### src/rtl/pipeline_ctrl.sv
// Hazard/stall controller for a five-stage pipeline: memory-wait FSM, branch flush,
// load-use bubble insertion, sticky error flags and saturating performance counters.
module pipeline_ctrl #(
   parameter int CNT_W       = 32,
   parameter int MEM_TIMEOUT = 16
) (
   input  logic             clk,
   input  logic             clr,
   input  logic             i_mem_hazard,
   input  logic             i_branch_taken,
   input  logic             i_dmem_req,
   input  logic             i_dmem_ack,
   output logic             o_if_stall,
   output logic             o_id_stall,
   output logic             o_ex_stall,
   output logic             o_me_stall,
   output logic             o_id_clr,
   output logic             o_ex_clr,
   output logic             o_pc_redirect,
   output logic             o_mem_timeout,
   output logic             o_lu_err,
   output logic [CNT_W-1:0] o_stall_cnt,
   output logic [CNT_W-1:0] o_flush_cnt
);

   localparam logic [0:0] S_RUN      = 1'b0;
   localparam logic [0:0] S_MEM_WAIT = 1'b1;

   localparam int WAIT_W = $clog2(MEM_TIMEOUT + 1);

   // Handshake: i_dmem_req is a request qualified by i_dmem_ack; the access
   // completes on the first cycle where both are high (possibly the same cycle).

   logic [0:0]        state;
   logic [0:0]        state_nxt;
   logic [WAIT_W-1:0] wait_cnt;
   logic              lu_prev;

   logic              if_stall;
   logic              id_stall;
   logic              ex_stall;
   logic              me_stall;
   logic              id_clr;
   logic              ex_clr;
   logic              pc_redirect;
   logic              flush_evt;
   logic              lu_stall;
   logic              any_stall;

   always_comb begin
      if_stall    = 1'b0;
      id_stall    = 1'b0;
      ex_stall    = 1'b0;
      me_stall    = 1'b0;
      id_clr      = 1'b0;
      ex_clr      = 1'b0;
      pc_redirect = 1'b0;
      flush_evt   = 1'b0;
      lu_stall    = 1'b0;
      state_nxt   = state;
      if (!clr) begin
         case (state)
            S_RUN: begin
               if (i_dmem_req && !i_dmem_ack) begin
                  if_stall  = 1'b1;
                  id_stall  = 1'b1;
                  ex_stall  = 1'b1;
                  me_stall  = 1'b1;
                  state_nxt = S_MEM_WAIT;
               end else if (i_branch_taken) begin
                  pc_redirect = 1'b1;
                  id_clr      = 1'b1;
                  ex_clr      = 1'b1;
                  flush_evt   = 1'b1;
               end else if (i_mem_hazard) begin
                  // Hold IF/ID, bubble into EX; ME keeps flowing.
                  if_stall = 1'b1;
                  id_stall = 1'b1;
                  ex_clr   = 1'b1;
                  lu_stall = 1'b1;
               end
            end
            S_MEM_WAIT: begin
               // Branch and hazard inputs are held upstream and re-seen in S_RUN.
               if_stall = ~i_dmem_ack;
               id_stall = ~i_dmem_ack;
               ex_stall = ~i_dmem_ack;
               me_stall = ~i_dmem_ack;
               if (i_dmem_ack) state_nxt = S_RUN;
            end
            default: state_nxt = S_RUN;
         endcase
      end
   end

   assign any_stall = if_stall | id_stall | ex_stall | me_stall;

   always_ff @(posedge clk) begin
      if (clr) begin
         state         <= S_RUN;
         wait_cnt      <= '0;
         lu_prev       <= 1'b0;
         o_mem_timeout <= 1'b0;
         o_lu_err      <= 1'b0;
         o_stall_cnt   <= '0;
         o_flush_cnt   <= '0;
      end else begin
         state   <= state_nxt;
         lu_prev <= lu_stall;

         if (state == S_RUN && state_nxt == S_MEM_WAIT) begin
            wait_cnt <= '0;
         end else if (state == S_MEM_WAIT && wait_cnt != WAIT_W'(MEM_TIMEOUT)) begin
            wait_cnt <= wait_cnt + WAIT_W'(1);
         end

         // Flag rises on the edge where the wait counter reaches MEM_TIMEOUT.
         if (state == S_MEM_WAIT && wait_cnt >= WAIT_W'(MEM_TIMEOUT - 1)) begin
            o_mem_timeout <= 1'b1;
         end

         if (state == S_RUN && i_mem_hazard && lu_prev) begin
            o_lu_err <= 1'b1;
         end

         if (any_stall && o_stall_cnt != {CNT_W{1'b1}}) begin
            o_stall_cnt <= o_stall_cnt + CNT_W'(1);
         end

         if (flush_evt && o_flush_cnt != {CNT_W{1'b1}}) begin
            o_flush_cnt <= o_flush_cnt + CNT_W'(1);
         end
      end
   end

   assign o_if_stall    = if_stall;
   assign o_id_stall    = id_stall;
   assign o_ex_stall    = ex_stall;
   assign o_me_stall    = me_stall;
   assign o_id_clr      = id_clr;
   assign o_ex_clr      = ex_clr;
   assign o_pc_redirect = pc_redirect;

endmodule

### config.mk
export PLATFORM = sky130hd
export DESIGN_NAME = pipeline_ctrl
export DESIGN_NICKNAME = d
export VERILOG_FILES = /design/src/rtl/pipeline_ctrl.sv
export SDC_FILE = /design/constraint.sdc
export NUM_CORES = 1
export LEC_CHECK = 0
export ABC_CLOCK_PERIOD_IN_PS = 2900
export CAP_MARGIN = 20
export CORE_MARGIN = 3
export CORE_UTILIZATION = 50
export DETAILED_ROUTE_END_ITERATION = 10
export GPL_TIMING_DRIVEN = 0
export PLACE_DENSITY_LB_ADDON = 0.15
export SYNTH_ARGS = -nofsm -noshare
export SYNTH_HDL_FRONTEND = slang
export SYNTH_SLANG_ARGS = --single-unit
### constraint.sdc
create_clock -name clk -period 2.9 [get_ports clk]
set_input_delay 0.58 -clock clk [delete_from_list [all_inputs] [get_ports clk]]
set_output_delay 0.58 -clock clk [all_outputs]
set_load 0.005 [all_outputs]
After elaboration in Yosys (flattened, before gate mapping)
Cells that the tools add are included.
- word-level logic and storage cells: 48
- memory bits (read-only): 0
- memory bits (writable): 0
- bits in latches: 0
- input bits: 6
- memories: 0
- register bits: 73
- output and inout bits: 73
- $mul: 0
- shifts and indexed selects: 0
- magnitude comparators: 1
- div/mod/pow operators: 0
- reductions and logical operators: 11
- bitwise logic cells: 4
- multiplexer cells: 19
- add/subtract/negate cells: 3
- equality and inequality tests: 3
- operator list (kind ; count):
    adder 32 x 1 -> 32 bit, second input constant ; 2
    inequality test 32 bit, second input constant ; 2
    two-way mux 1 bit ; 16
    logical AND 1 bit ; 8
    one-hot mux 1 bit (2 select lines) ; 3
    adder 5 x 1 -> 5 bit, second input constant ; 1
    >= comparator 5 x 4 -> 1 bit, second input constant ; 1
    inequality test 5 bit, second input constant ; 1
    OR reduction 3 bit ; 1
    NOT 1 bit ; 2
    OR 1 bit ; 2
    OR reduction 2 bit ; 1
    logical NOT 1 bit ; 1

Longest topological paths before layout
- depth in word-level cells: 8
- mapped depth: 9
- mapped depth without buffers: 7

Worst setup path before layout
OpenSTA, ideal clock, no wires.
- path kind: input-to-reg
- start: input i_dmem_req
- end: register o_stall_cnt[14]
- data arrival time: 2.123 ns
- path buffers: 0
- setup time: 0.121 ns
- required time: 2.779 ns
- cell stages on the path: 6
- slack: 0.656 ns
- path through: o21ba_2 -> o21ai_0 -> clkinv_1 -> o211a_1 -> nand4_1 -> mux2_2
- word-level cells in the longest chain between the ends: 7
- elaborated cells on any way between the ends: 10
- those cells by class: 6 x mux; 2 x bitwise; 2 x reduce/logical
- RTL lines (what ; RTL line ; text):
    from (decl) ; 11 ; input logic i_dmem_req,
    logical AND 1 bit ; 64 ; if (i_dmem_req && !i_dmem_ack) begin
    two-way mux 1 bit ; 64 ;
    one-hot mux 1 bit (2 select lines) ; 62 ; case (state)
    two-way mux 1 bit ; 61 ; if (!clr) begin
    via o_id_stall ; 14 ; output logic o_id_stall,
    OR 1 bit (2 in a row) ; 96 ; assign any_stall = if_stall | id_stall | ex_stall | me_stall;
    logical AND 1 bit ; 126 ; if (any_stall && o_stall_cnt != {CNT_W{1'b1}}) begin
    to (signal assigned) ; 127 ; o_stall_cnt <= o_stall_cnt + CNT_W'(1);
    to (decl) ; 22 ; output logic [CNT_W-1:0] o_stall_cnt,
The timed path passes the listed nets, and every way through them passes these cells.
A chain may end at the register's enable or synchronous reset.

Worst setup path after layout
- start: input i_dmem_ack
- end: output o_pc_redirect
- word-level cells in the longest chain between the ends: 5
- RTL lines (what ; RTL line ; text):
    from (decl) ; 12 ; input logic i_dmem_ack,
    logical NOT 1 bit ; 64 ;
    logical AND 1 bit ; 64 ;
    two-way mux 1 bit ; 64 ;
    two-way mux 1 bit ; 62 ;
    two-way mux 1 bit ; 61 ;
    to (decl) ; 19 ; output logic o_pc_redirect,
Every way passes these cells.

==> results.cfg <==
[power_and_ir_drop]
pwr_density_cell_mw_per_mm2 = 398
vdd_drop_max_mv = 0.253
p_total_mw = 1.94
p_leak_nw = 1.55

[flow_run]
max-cap-violations = 0

[worst_setup_path]
arrival_ns = 2.22
r2r-start = o_stall_cnt[24]$_SDFFE_PP0P_
path_class = in2out
required_ns = 2.32
max_stage_delay_ns = 0.49
path_common_cell = clkdlybuf4s50_1
crit_chain = clkdlybuf4s50_1, nand2b_1, nand3_1, clkinv_2, buf_4, clkdlybuf4s50_1
crit_start = i_dmem_ack
path_max_fanout = 9
cp_slowest_cell = clkdlybuf4s50_1
cp-end-kind = output port
worstSetupStartpointType = primary input

[finish]
layout.nets = 557
drive_gt1_share_pct = 9.80
fin_cells = 647
nFillCells = 614
area_delta_synth_final_pct = 29.7
antennaDiodeCount = 0

[routing]
dr.pass1.iters = 5
vias = 3986
wl_per_cell_microns = 16.4
drt_iter0_drc = 233
drt_wl_total_mm = 10.6
vias_per_cell = 6.16
route.detailed.drc = 0
drtAntennaViolNets = 0

[logic_synthesis]
ys_seq_area_share_pct = 38.9
syn_inst = 458
mappedNetlistArea_sq_mm = 0.00376
synth.distinct_cells = 52
synth_enable_flop_cells = 0
synth.area.top_cells = dfxtp_1 39%, a21oi_1 5.9%, o31ai_1 4.4%, or4_1 4.0%, nor2_1 3.8%
mappedNetlistNets = 469
synthTopCellsByCount = 73 x dfxtp_1, 44 x a21oi_1, 38 x nor2_1, 30 x nand2_1, 26 x nand3_1
yosys.cell_count.top_type = dfxtp_1
synth_top_area_cell = dfxtp_1
syn_avg_cell_area_sq_um = 8.20
ys_warn_count = 0
synth_flop_cell = dfxtp_1
synthArstFlopShare_pct = 0
synth.top_cell.area_share_pct = 38.9
ys_ff_latch = 73

[cts]
numCtsBuffers = 9
cts_buffer_depth = 2
clock_latency_ns = 0.35
cts_tree = done
cts_root_buffer = clkbuf_8
ctsHoldBuffers = 0
cts.htree.levels = 3
clk_pin_slew_ns = 0.08
postCtsSetupBuffers = 0
cts.sink_count = 73

[global_routing]
use_met2_pct = 40.3
grt_util_all_layers_pct = 25.0
busiest_layer = met2
antenna_found_initial = 0
grt_pass1_vias = 3698
grt_pass1_wl_mm = 17.6
grtUsageMet3_pct = 5.44
overflow = 0
grt_max_degree = 13
met1_usage_pct = 33.4

[sta]
worst_hold_slack_ns = 0.483
rsz0062_at_grt = false
fin_skew_ns = 0.00962
finalWorstSetupSlack_ns = 0.0976
worst_slew_pin_slew_ns = 0.766
fmax_ghz = 0.357
setup_viol = 0
finalSetupTns_ns = 0
hold_viol_final = 0
fin_crit_ns = 2.80
max_slew_margin_pct = 48.5
period_share_pct = 96.6
slew_viol_final = 0

[placement]
post-place-ws_ns = -0.560
portBuffers = 77
dp_hpwl_mm = 7.57
gp_congestion = 0.908
dp_cells = 631

[die]
row_count = 30
die_y_microns = 92.7
dieWidth_microns = 92.7
initial_core_util_pct = 53.5
coreArea_sq_mm = 0.00702
dieArea_sq_mm = 0.00859
boundaryPins = 79

[hold_path]
hold_path.class = reg2reg
worstHoldStart = o_lu_err$_SDFFE_PP0P_

[outcome]
status = finished, final reports clean
## layout make-up
class / count / area (sq um) / share of cell area, %
buffer: 25 / 124 / 2.54
clock buffer: 11 / 141 / 2.90
clock inverter: 5 / 55.1 / 1.13
inverter: 14 / 56.3 / 1.16
multi-input combinational: 346 / 2140 / 44.0
sequential: 73 / 1460 / 30.0
tap: 96 / 120 / 2.47
timing repair buffer: 77 / 771 / 15.8
## cell usage in the layout (no fill, tap or decap), types with 8 or more instances in the layout
cell type	Yosys	routed
a21oi_1	44	44
nand4_1	22	22
clkbuf_1	14	14
o21ai_0	24	23
nor2b_1	8	8
inv_1	12	12
mux2_2	9	9
or4_1	20	20
clkdlybuf4s50_1	0	77
o31ai_1	22	22
nand2_1	30	30
or3_1	22	22
dfxtp_1	73	73
and3_1	10	10
nor2_1	38	38
clkbuf_8	0	10
nand3_1	26	26
## state kept, by name, summed over array words and instances, names as in the netlist
register	flops
o_lu_err	1
o_mem_timeout	1
o_flush_cnt	32
state	1
lu_prev	1
o_stall_cnt	32
wait_cnt	5
## where the power goes
group          internal, mW  leakage (nW)  switching (mW)  total [mW]
clock network         0.418        0.0953           0.390       0.808
registers              1.01         0.589         0.00880        1.02
logic                0.0451         0.861          0.0666       0.112
total                  1.47          1.55           0.465        1.94
## metrics by stage
step | instance area, sq um | utilization [%]
floorplan | 3760 | -
global placement | 4650 | 66.2
detailed placement | 4650 | 66.2
CTS | 4860 | 69.2
global route | 4870 | 69.4
finish | 4870 | 69.4
## worst max-delay path, delay by kind of cell
| family | cells | cell delay [ns] |
|---|---|---|
| buffers and inverters | 4 | 1.30 |
| AND/OR/NAND/NOR | 2 | 0.35 |
## worst paths after layout
path / endpoint / slack [ns] / depth (start not counted)
setup / recovery: o_pc_redirect / 0.1 / 6
hold / removal: o_lu_err$_SDFFE_PP0P_ / 0.48 / 2
setup reg to reg: o_stall_cnt[5]$_SDFFE_PP0P_ / 0.32 / 9
hold reg to reg: o_lu_err$_SDFFE_PP0P_ / 0.48 / 2
## logic make-up after synthesis
kind of cell | synth area share, %
buffers and inverters | 4.66
adders and majority gates | 1.67
xor gates and xnor gates | 1.63
DFF | 38.9
muxes | 3.23
AOI/OAI and AO/OA | 17.9
and+or+nand+nor | 32.0
## metal layers
| layer | share of wire (%) | vias to the layer above | routed length, microns |
|---|---|---|---|
| met2 | 48 | 181 | 5110 |
| met4 | 1.2 | 0 | 125 |
| li1 | - | 1898 | - |
| met3 | 7.9 | 11 | 842 |
| met5 | 0 | - | 0 |
| met1 | 43 | 1896 | 4530 |
## repair_timing
item	CTS	global route
cloned	0	0
setup endpoints to repair	3	2
gates resized for setup	5	4
Power figures use the tool's default switching activity.
